===== src/rtl/nx_roreg_read_arbiter.sv =====
// -----------------------------------------------------------------------------
// nx_roreg_read_arbiter
//
// This block shares one read-only register array among N_REQ requesters.
// A round-robin arbiter accepts at most one read in each cycle. The response
// comes back exactly one cycle after acceptance. Reads outside the array
// return zero data with rsp_err set, and each one is counted in a saturating
// error counter.
//
// Parameters
//   N_REQ        number of requesters (2..8)
//   N_ENTRIES    number of entries in the shared array
//   N_DATA_BITS  width of each entry
//   N_ADDR_BITS  width of each requester address
//
// Ports
//   clk       clock, rising edge
//   rst_n     asynchronous active-low reset
//   arb_en    grant enable; no new acceptance while low
//   req_vld   per-requester read request valid
//   req_addr  per-requester address; requester i uses slice i
//   req_rdy   per-requester grant (combinational, at most one bit set)
//   rsp_vld   per-requester response valid, one cycle after acceptance
//   rsp_dat   shared response data (zero when no response is valid)
//   rsp_err   response address was out of range
//   err_cnt   saturating count of accepted out-of-range reads
//   cnt_clr   synchronous clear of err_cnt; takes priority over increment
//   mem_a     flattened array contents; entry e uses slice e
// -----------------------------------------------------------------------------
module nx_roreg_read_arbiter #(
    parameter int N_REQ       = 4,
    parameter int N_ENTRIES   = 16,
    parameter int N_DATA_BITS = 32,
    parameter int N_ADDR_BITS = 16
) (
    input  logic                             clk,
    input  logic                             rst_n,
    input  logic                             arb_en,
    input  logic [N_REQ-1:0]                 req_vld,
    input  logic [N_REQ*N_ADDR_BITS-1:0]     req_addr,
    output logic [N_REQ-1:0]                 req_rdy,
    output logic [N_REQ-1:0]                 rsp_vld,
    output logic [N_DATA_BITS-1:0]           rsp_dat,
    output logic                             rsp_err,
    output logic [15:0]                      err_cnt,
    input  logic                             cnt_clr,
    input  logic [N_ENTRIES*N_DATA_BITS-1:0] mem_a
);

    localparam int PTR_W = (N_REQ > 1) ? $clog2(N_REQ) : 1;
    localparam int IDX_W = (N_ENTRIES > 1) ? $clog2(N_ENTRIES) : 1;
    // The comparison width is at least 32 bits so that N_ENTRIES is never
    // truncated. It is also at least N_ADDR_BITS so that the address is never
    // truncated.
    localparam int CMP_W = (N_ADDR_BITS > 32) ? N_ADDR_BITS : 32;

    logic [PTR_W-1:0]       r_rr_ptr;
    logic [N_REQ-1:0]       r_rsp_vld;
    logic [N_DATA_BITS-1:0] r_rsp_dat;
    logic                   r_rsp_err;
    logic [15:0]            r_err_cnt;

    logic                   w_gnt_any;
    logic [PTR_W-1:0]       w_gnt_idx;
    logic [PTR_W-1:0]       w_scan;
    logic [N_REQ-1:0]       w_gnt_oh;
    logic                   w_accept;
    logic [N_ADDR_BITS-1:0] w_addr;
    logic [CMP_W-1:0]       w_addr_cmp;
    logic                   w_in_range;
    logic [IDX_W-1:0]       w_ent_idx;
    logic [N_DATA_BITS-1:0] w_ent_dat;
    logic [PTR_W-1:0]       w_ptr_nxt;

    // Round-robin search.
    // The loop scans from the farthest slot back towards rr_ptr, so the last
    // hit it records is the nearest valid requester at or after rr_ptr.
    always_comb begin
        // NOTE: every variable gets a default first, so no path leaves it unassigned and no latch is inferred.
        w_gnt_any = 1'b0;
        w_gnt_idx = '0;
        w_scan    = '0;
        for (int k = N_REQ - 1; k >= 0; k--) begin
            w_scan = PTR_W'((int'(r_rr_ptr) + k) % N_REQ);
            if (req_vld[w_scan]) begin
                w_gnt_any = 1'b1;
                w_gnt_idx = w_scan;
            end
        end
    end

    always_comb begin
        w_gnt_oh = '0;
        for (int j = 0; j < N_REQ; j++) begin
            w_gnt_oh[j] = w_gnt_any && (w_gnt_idx == PTR_W'(j));
        end
    end

    assign w_accept = arb_en && w_gnt_any;
    assign req_rdy  = (arb_en && rst_n) ? w_gnt_oh : '0;

    // Look up the data for the granted address.
    assign w_addr     = req_addr[int'(w_gnt_idx)*N_ADDR_BITS +: N_ADDR_BITS];
    assign w_addr_cmp = CMP_W'(w_addr);
    assign w_in_range = (w_addr_cmp < CMP_W'(N_ENTRIES));
    assign w_ent_idx  = w_addr_cmp[IDX_W-1:0];
    // The in-range mux also hides a part-select that points past the array
    // when N_ENTRIES is not a power of two.
    assign w_ent_dat  = w_in_range ? mem_a[int'(w_ent_idx)*N_DATA_BITS +: N_DATA_BITS] : '0;

    assign w_ptr_nxt  = (w_gnt_idx == PTR_W'(N_REQ - 1)) ? '0 : w_gnt_idx + PTR_W'(1);

    // Response registers.
    // They load a fresh value on every edge. An idle cycle loads zeros, so
    // rsp_dat and rsp_err read zero whenever no response is valid.
    always_ff @(posedge clk or negedge rst_n) begin
        // NOTE: state is updated with non-blocking assignments so that every register samples pre-edge values.
        if (!rst_n) begin
            r_rr_ptr  <= '0;
            r_rsp_vld <= '0;
            r_rsp_dat <= '0;
            r_rsp_err <= 1'b0;
        end else begin
            r_rsp_vld <= w_accept ? w_gnt_oh : '0;
            r_rsp_dat <= (w_accept && w_in_range) ? w_ent_dat : '0;
            r_rsp_err <= w_accept && !w_in_range;
            if (w_accept) begin
                r_rr_ptr <= w_ptr_nxt;
            end
        end
    end

    // Error counter.
    // A clear wins over an increment that lands in the same cycle.
    // Once the count reaches 16'hFFFF it stays there.
    always_ff @(posedge clk or negedge rst_n) begin
        if (!rst_n) begin
            r_err_cnt <= '0;
        end else if (cnt_clr) begin
            r_err_cnt <= '0;
        end else if (w_accept && !w_in_range && (r_err_cnt != 16'hFFFF)) begin
            r_err_cnt <= r_err_cnt + 16'd1;
        end
    end

    assign rsp_vld = r_rsp_vld;
    assign rsp_dat = r_rsp_dat;
    assign rsp_err = r_rsp_err;
    assign err_cnt = r_err_cnt;

endmodule


===== config.mk =====
export PLATFORM = sky130hd
export DESIGN_NAME = nx_roreg_read_arbiter
export DESIGN_NICKNAME = d
export VERILOG_FILES = /design/src/rtl/nx_roreg_read_arbiter.sv
export SDC_FILE = /design/constraint.sdc
export NUM_CORES = 1
export LEC_CHECK = 0
export BUFFER_PORTS_ARGS = -buffer_cell sky130_fd_sc_hd__clkbuf_2
export CORE_AREA = 8 8 246 248
export CTS_BUF_LIST = sky130_fd_sc_hd__clkbuf_4
export DETAILED_ROUTE_END_ITERATION = 7
export DIE_AREA = 0 0 254 256
export SYNTH_ARGS = -nofsm -noshare
export SYNTH_HDL_FRONTEND = slang
export SYNTH_SLANG_ARGS = --single-unit

===== constraint.sdc =====
create_clock -name clk -period 4.5 [get_ports clk]
set_input_delay 0.225 -clock clk [delete_from_list [all_inputs] [get_ports clk]]
set_output_delay 0.225 -clock clk [all_outputs]
set_load 0.02 [all_outputs]

==> results of run 1 <==
==> metal layers <==
layer | GRT usage | vias to the layer above | wire (um)
li1 | - | 4459 | -
met1 | 0.151 | 4459 | 17600
met2 | 0.241 | 561 | 23400
met3 | 0.0463 | 100 | 4830
met4 | 0.0512 | 6 | 1560
met5 | 0 | - | 41
==> synth_stat cells, drive strengths merged, types with 2 or more instances <==
cell / n
a211oi: 64
a21boi: 2
a21oi: 2
a221oi: 32
a32o: 32
a32oi: 63
and2: 9
and3: 74
and4: 2
buf: 41
clkbuf: 49
dfrtp: 55
ha: 5
inv: 4
mux2: 4
mux2i: 139
nand2: 135
nand2b: 3
nand3: 9
nand4: 4
nor2: 24
nor2b: 3
nor3: 6
nor3b: 2
nor4: 17
nor4b: 2
o211a: 2
o21ai: 35
xnor2: 13
==> layout make-up <==
cell class | instances | area, um2
fill | 6517 | 45900
multi-input combinational | 689 | 5040
timing repair buffer | 668 | 3490
sequential | 55 | 1380
tap | 765 | 957
clock buffer | 5 | 37.5
clock inverter | 3 | 28.8
inverter | 4 | 15.0
antenna | 4 | 10.0
==> final timing paths <==
| check | cells past startpoint | startpoint | slack, ns | to |
|---|---|---|---|---|
| min in group asynchronous | 2 | rst_n | 0.14 | rsp_vld[0] |
| min | 2 | cnt_clr | 0.10 | err_cnt[12] |
| max | 10 | r_rr_ptr[1] | 0.98 | rsp_dat[16] |
| max reg2reg | 10 | r_rr_ptr[1] | 0.98 | rsp_dat[16] |
| max in group asynchronous | 3 | rst_n | 3.35 | rsp_dat[17] |
| min reg2reg | 2 | err_cnt[14] | 0.60 | err_cnt[14] |
==> power by group <==
part | internal, mW | switching [mW] | leakage [nW]
Clock | 0.0695 | 0.262 | 0.0381
Sequential | 0.574 | 0.0361 | 0.750
Combinational | 1.27 | 2.10 | 4.92
==> sequential cells by signal (all words and copies together) (netlist names) <==
signal / flops
err_cnt: 16
r_rr_ptr: 2
rsp_dat: 32
rsp_err: 1
rsp_vld: 4
==> through the flow <==
step,worst slack (ns),hold slack (ns),total power [mW],util
after floorplan,1.92,-0.0706,2.78,-
after global placement,1.04,0.128,4.03,0.191
after detailed placement,1.01,0.130,4.02,0.191
after CTS,0.959,0.0138,4.39,0.193
after global routing,0.817,0.0623,4.63,0.193
final,0.983,0.103,4.31,0.193
==> cell families (layout without fill, tap and decap cells) <==
kind of cell / after synthesis / after routing / synth area share
AO/OA/AOI/OAI: 237 / 237 / 0.279
XOR/XNOR: 13 / 13 / 0.0167
buffers and inverters: 94 / 680 / 0.0639
AND/OR/NAND/NOR: 291 / 291 / 0.215
adder cells (fa/ha/maj): 5 / 5 / 0.00918
multiplexers: 143 / 143 / 0.213
flip-flops: 55 / 55 / 0.202
other: 0 / 4 / 0
==> repair_timing <==
item / CTS / global route
hold endpoints to repair: 11 / 0
hold buffers: 1 / 0
setup buffers: 0 / 0
setup endpoints to repair: 0 / 0
==> critical path: cells and delay by family, from the launching register on <==
| kind | cells | cell delay (ns) |
|---|---|---|
| muxes | 1 | 0.47 |
| DFF | 1 | 0.48 |
| buffers and inverters | 3 | 1.00 |
| AOI/OAI and AO/OA | 2 | 0.73 |
| and+or+nand+nor | 4 | 0.75 |
==> implementation parameters, run 1 <==
Parameter                              Value

Timing
  Minimum clock period ... 3.52 ns
  Maximum clock frequency ... 284 MHz
  Slew headroom ... 0.421
  Total count of max-transition violations in the final report ... 0
  Slew at the pin closest to its max-slew limit ... 0.869 ns
  Clock skew after layout ... 0.0227 ns
  RSZ-0062 raised after global routing ... false
  Hold violation count in the final report ... 0
  Setup violators final ... 0
  Period Utilization, post-route ... 0.781
  Accumulated negative setup slack ... 0 ns

Clock tree
  Clock latency on the worst-skew pair ... 0.51 ns
  Clock sink count ... 55
  Clock Pin Slew Worst Setup and Hold Paths ... 0.26 ns
  Bufs on Longest Clock Path ... 2
  Root Buffer ... sky130_fd_sc_hd__clkbuf_4
  PostCTS Resize Cnt ... 0
  Cts bufs inserted ... 5
  CTS tree ... done
  CTS H-tree depth ... 2

Routing
  Iteration-0 DRC count of the detailed router ... 676
  Final WL ... 47400 um
  Antenna-violating nets left ... 0
  Vias/cell ... 4.37
  Detailed-routing iteration count for the pre-antenna-repair pass ... 5
  Routed length per placed instance ... 21.6 um
  Via count ... 9585
  Post-route DRC ... 0

Synthesis
  Number of instances in the synthesized netlist ... 838
  Synth Net Count ... 1427
  Cell Area, Synth ... 0.00681 mm2
  Mapped Avg Cell Area ... 8.13 um2
  Share of flip-flops with an asynchronous set or reset ... 1.00
  Area contributors post-synth ... sky130_fd_sc_hd__dfrtp_1 (20%), sky130_fd_sc_hd__mux2i_1 (20%), sky130_fd_sc_hd__a32oi_1 (8.1%)
  Number of warnings reported in the yosys synthesis log ... 0
  Sequential element share of the synthesized area ... 0.202
  Number of enable-type register cells in the synthesized netlist ... 0
  Proportion of netlist area held by the largest area contributor ... 0.202
  Cell type with the highest aggregate area in the netlist ... sky130_fd_sc_hd__dfrtp_1
  Dominant synthesized flop cell ... sky130_fd_sc_hd__dfrtp_1
  Flip-flop and latch count after synthesis ... 55
  Number of distinct standard cells referenced by the synthesized netlist ... 50

Global routing
  Number of global-route vias before repair ... 10200
  Largest net degree at the start of global routing ... 58
  Antenna violations before repair ... 7
  Wire length of the first global-routing pass ... 66200 um
  Grt ovf ... 0
  GRT Overall Usage ... 0.137

Die
  CORE AREA ... 0.0568 mm2
  Total I/O pin count ... 641
  Height of the die ... 256 um
  Floorplan die area ... 0.0650 mm2
  Starting Density ... 0.120
  Die Span X ... 254 um
  Row count ... 88

Final layout
  Area growth, synth to finish ... 60.9%
  Non-filler instance count after layout ... 2193
  Final Instance Area ... 0.0110 mm2
  Layout cells sized above 1 ... 0.489
  Leading cell type in the layout, fill and taps excluded ... sky130_fd_sc_hd__clkbuf_2
  Number of nets in the final layout ... 2012
  Commonest cells after routing, fill and taps aside ... sky130_fd_sc_hd__clkbuf_2 (639), sky130_fd_sc_hd__mux2i_1 (137), sky130_fd_sc_hd__nand2_1 (134)

Worst hold path
  Class of the tightest hold or removal check ... primary input to register

Power
  VDD IR max ... 0.152 mV
  Power per standard cell area ... 393 mW/mm2
  Leakage power of the design ... 5.71 nW

Place
  Placed Cells ... 2180
  Final HPWL from detailed placement ... 39000 um
  Port bufs ... 640
  Global placement routability congestion ... 0.900
  Total placed instance area ... 0.0109 mm2

Critical path
  Crit path top cell by count ... sky130_fd_sc_hd__buf_4
  Endpoint kind of the worst setup timing path ... register
  Largest stage delay on the critical path ... 0.52 ns
  Maximum net fanout on the critical path ... 28
  Crit path DAT ... 3.97 ns
  Master of the slowest instance on the critical path ... sky130_fd_sc_hd__a221oi_1
  Critical path cell sequence ... and2_1, and2_4, nor3_4, buf_4, mux2i_4, buf_4, nor2_4, buf_4, a221oi_1, a32o_1
  CP Data Required Time ... 4.95 ns
  Category of the critical setup timing path ... register to register
  Startpoint kind of the worst setup timing path ... register

Status
  Result of the run ... finished, final reports clean

Run
  Max Cap Violations ... 0
Power figures use the tool's default switching activity.
==> run 2: changes to the inputs <==
--- a/config.mk
+++ b/config.mk
@@ -5,11 +5,12 @@
 export SDC_FILE = /design/constraint.sdc
 export NUM_CORES = 1
 export LEC_CHECK = 0
+export ABC_AREA = 1
 export BUFFER_PORTS_ARGS = -buffer_cell sky130_fd_sc_hd__clkbuf_2
-export CORE_AREA = 8 8 246 248
+export CORE_AREA = 8 8 244 246
 export CTS_BUF_LIST = sky130_fd_sc_hd__clkbuf_4
 export DETAILED_ROUTE_END_ITERATION = 7
-export DIE_AREA = 0 0 254 256
+export DIE_AREA = 0 0 252 254
 export SYNTH_ARGS = -nofsm -noshare
 export SYNTH_HDL_FRONTEND = slang
 export SYNTH_SLANG_ARGS = --single-unit
==> constraint.sdc (replaced) <==
create_clock -name clk -period 2.89 [get_ports clk]
set_input_delay 0.1445 -clock clk [delete_from_list [all_inputs] [get_ports clk]]
set_output_delay 0.1445 -clock clk [all_outputs]
set_load 0.02 [all_outputs]
==> implementation parameters, run 2 <==
Parameter                              Value

Clock tree
  Bufs on Longest Clock Path ... 2
  Clock Pin Slew Worst Setup and Hold Paths ... 0.23 ns
  CTS tree ... done
  Root Buffer ... sky130_fd_sc_hd__clkbuf_4
  CTS H-tree depth ... 2
  Clock latency on the worst-skew pair ... 0.47 ns
  Clock sink count ... 55
  Cts bufs inserted ... 5

Critical path
  Endpoint kind of the worst setup timing path ... register
  Worst setup endpoint ... rsp_dat[9]
  Reg-to-reg critical path startpoint ... r_rr_ptr[0]
  Category of the critical setup timing path ... register to register
  Critical path cell sequence ... buf_6, nand2_2, nand2_2, nand2_2, nand2_4, inv_6, nand2_4, o21ai_4, buf_4, nand3_4, nand2_8, buf_16, clkbuf_16, buf_12, nand2_1, nand3_1, nand3_1, nand3_1, nand2_2, nor2_1
  Maximum net fanout on the critical path ... 8
  Largest stage delay on the critical path ... 0.47 ns
  Family with the most delay on the worst path ... simple AND/OR/NAND/NOR gates
  CP Data Required Time ... 3.29 ns
  Worst flop-to-flop path endpoint ... rsp_dat[9]
  Master of the slowest instance on the critical path ... sky130_fd_sc_hd__dfrtp_1
  R2R cell count ... 20
  Count of buffer and inverter cells on the critical path ... 6
  Reg-to-reg slack, setup ... 0.01 ns
  Crit path DAT ... 3.28 ns
  Startpoint of the most critical setup path ... r_rr_ptr[0]
  Crit path top cell by count ... sky130_fd_sc_hd__nand2_2
  Startpoint kind of the worst setup timing path ... register
  Critical Path Stages ... 20

Routing
  Detail Route met2 WL ... 27600 um
  Detailed-routing iteration count for the pre-antenna-repair pass ... 5
  M1 WL ... 26500 um
  Final WL ... 60100 um
  Iteration-0 DRC count of the detailed router ... 871
  Post-route DRC ... 0
  Routed length per placed instance ... 20.1 um
  Antenna-violating nets left ... 0
  Vias/cell ... 4.34
  Via count ... 13000
  Met3 Wirelength ... 4270 um
  Top sig layer ... met5

Global routing
  Antenna violations before repair ... 3
  Grt ovf ... 0
  Wire length of the first global-routing pass ... 77000 um
  Largest net degree at the start of global routing ... 53
  GRT Overall Usage ... 0.156
  Number of global-route vias before repair ... 12600

Synthesis
  Xor/xnor cell area share of the yosys netlist ... 0.00860
  Flip-flop and latch count after synthesis ... 55
  Mapped Avg Cell Area ... 5.32 um2
  Synth cell count leaders ... sky130_fd_sc_hd__nand2_1 (662), sky130_fd_sc_hd__nand3_1 (404), sky130_fd_sc_hd__nor2_1 (123)
  Synth Net Count ... 2120
  Synth Area in Compound Gates ... 0.0217
  Post-synthesis simple-gate area fraction ... 0.671
  Cell type with the highest aggregate area in the netlist ... sky130_fd_sc_hd__nand2_1
  Number of distinct standard cells referenced by the synthesized netlist ... 35
  Sequential element share of the synthesized area ... 0.169
  Combinational family with the most area after synthesis ... simple AND/OR/NAND/NOR gates
  Number of warnings reported in the yosys synthesis log ... 0
  Proportion of netlist area held by the largest area contributor ... 0.305
  Dominant synthesized flop cell ... sky130_fd_sc_hd__dfrtp_1
  Count leader, synth ... sky130_fd_sc_hd__nand2_1
  Number of enable-type register cells in the synthesized netlist ... 0
  Cell Area, Synth ... 0.00814 mm2
  Multiplexer fraction of the synthesized cell area ... 0
  Share of flip-flops with an asynchronous set or reset ... 1.00
  Area contributors post-synth ... sky130_fd_sc_hd__nand2_1 (31%), sky130_fd_sc_hd__nand3_1 (25%), sky130_fd_sc_hd__dfrtp_1 (17%)
  Adder-Cell Fraction of Synth Area ... 0.00768
  Number of instances in the synthesized netlist ... 1531

Timing
  Slew headroom ... 0.687
  Setup violators final ... 0
  Period Utilization, post-route ... 0.997
  Maximum clock frequency ... 347 MHz
  Slew at the pin closest to its max-slew limit ... 0.465 ns
  RSZ-0062 raised after global routing ... true
  Total count of max-transition violations in the final report ... 0
  Minimum clock period ... 2.88 ns
  Clock skew after layout ... 0.0328 ns
  Hold violation count in the final report ... 0
  Worst-case setup margin in the final layout ... 0.0100 ns

Final layout
  Leading cell type in the layout, fill and taps excluded ... sky130_fd_sc_hd__clkbuf_2
  Layout cells sized above 1 ... 0.434
  Number of nets in the final layout ... 2818
  Commonest cells after routing, fill and taps aside ... sky130_fd_sc_hd__clkbuf_2 (637), sky130_fd_sc_hd__nand2_1 (621), sky130_fd_sc_hd__nand3_1 (358)
  Final Instance Area ... 0.0144 mm2
  Area growth, synth to finish ... 76.4%
  Flip-flop count of the largest register, all copies and words added ... 32

Worst hold path
  Class of the tightest hold or removal check ... primary input to register

Die
  Row count ... 87
  Total I/O pin count ... 641
  Starting Density ... 0.146
  CORE AREA ... 0.0557 mm2
  Die Span X ... 252 um
  Height of the die ... 254 um
  Floorplan die area ... 0.0640 mm2

Place
  Final HPWL from detailed placement ... 45800 um
  Total placed instance area ... 0.0127 mm2
  Global placement routability congestion ... 0.987
  Worst slack at placement ... -0.119 ns
  Port bufs ... 640

Run
  Max Cap Violations ... 0

Status
  Result of the run ... finished, final reports clean
-- run 2: cell types whose count changed after synthesis, moves of 45 or more --
cell / delta
sky130_fd_sc_hd__nand3_1: +397
sky130_fd_sc_hd__nor2_1: +102
sky130_fd_sc_hd__a211oi_1: -63
sky130_fd_sc_hd__a32oi_1: -63
sky130_fd_sc_hd__inv_1: +53
sky130_fd_sc_hd__nand2_1: +527
sky130_fd_sc_hd__and3_1: -74
sky130_fd_sc_hd__clkbuf_1: -45
sky130_fd_sc_hd__mux2i_1: -137
-- run 2: repair_timing --
item | CTS | global route
endpoints found under the setup margin | 20 | 50
gates resized for setup | 12 | 180
hold buffers | 3 | 0
cloned | 2 | 22
setup buffers | 0 | 30
hold endpoints to repair | 34 | 0
pin swaps | 0 | 40
-- run 2: metal layers --
metal,track usage,up-vias
li1,-,6347
met1,0.213,5878
met2,0.247,643
met3,0.0283,86
met4,0.0479,2
met5,0,-
-- run 2: how the worst min path moves through the flow --
| stage | start | end | cells past startpoint |
|---|---|---|---|
| 3_3_place_gp | rst_n | rsp_dat[28] | 2 |
| 5_1_grt | mem_a[414] | rsp_dat[30] | 7 |
| 6_report | mem_a[222] | rsp_dat[30] | 7 |
| 2_1_floorplan | rst_n | err_cnt[0] | 0 |
| 3_5_place_dp | rst_n | rsp_dat[28] | 2 |
| 4_1_cts | mem_a[222] | rsp_dat[30] | 7 |
-- run 2: final cells by class --
class / instances / area, um2
well taps: 756 / 946
diodes: 2 / 5.00
flip-flops and latches: 55 / 1380
clock inverters: 3 / 22.5
multi-input cells: 1302 / 6410
repair buffers: 799 / 5300
clock buffers: 5 / 37.5
inverters: 66 / 272
fillers: 6500 / 41400
-- run 2: logic make-up after synthesis --
logic type	count (synthesis)
AO/OA/AOI/OAI	29
flip-flops	55
adder cells (fa/ha/maj)	5
XOR/XNOR	8
AND/OR/NAND/NOR	1258
buffers and inverters	176
-- run 2: stage by stage --
step                      hold WS [ns]  instances  TNS, ns   util
after floorplan                 -0.151       1531        0      -
after global placement           0.301       2922   -0.187  0.227
after detailed placement         0.292       2922   -0.338  0.227
after CTS                       0.0350       2935        0  0.231
after global routing            0.0857       2988    -1.01  0.258
final                           0.0951       2988        0  0.258
-- run 2: worst min-delay path, delay by kind of cell --
| kind | cells | cell delay [ns] |
|---|---|---|
| AO/OA/AOI/OAI | 1 | 0.05 |
| buffers and inverters | 2 | 0.12 |
| AND/OR/NAND/NOR | 4 | 0.26 |
Power of run 2 is left out: the tool's default activity adds up to more than one toggle a clock period on the data nets, which glitch-free logic cannot reach.
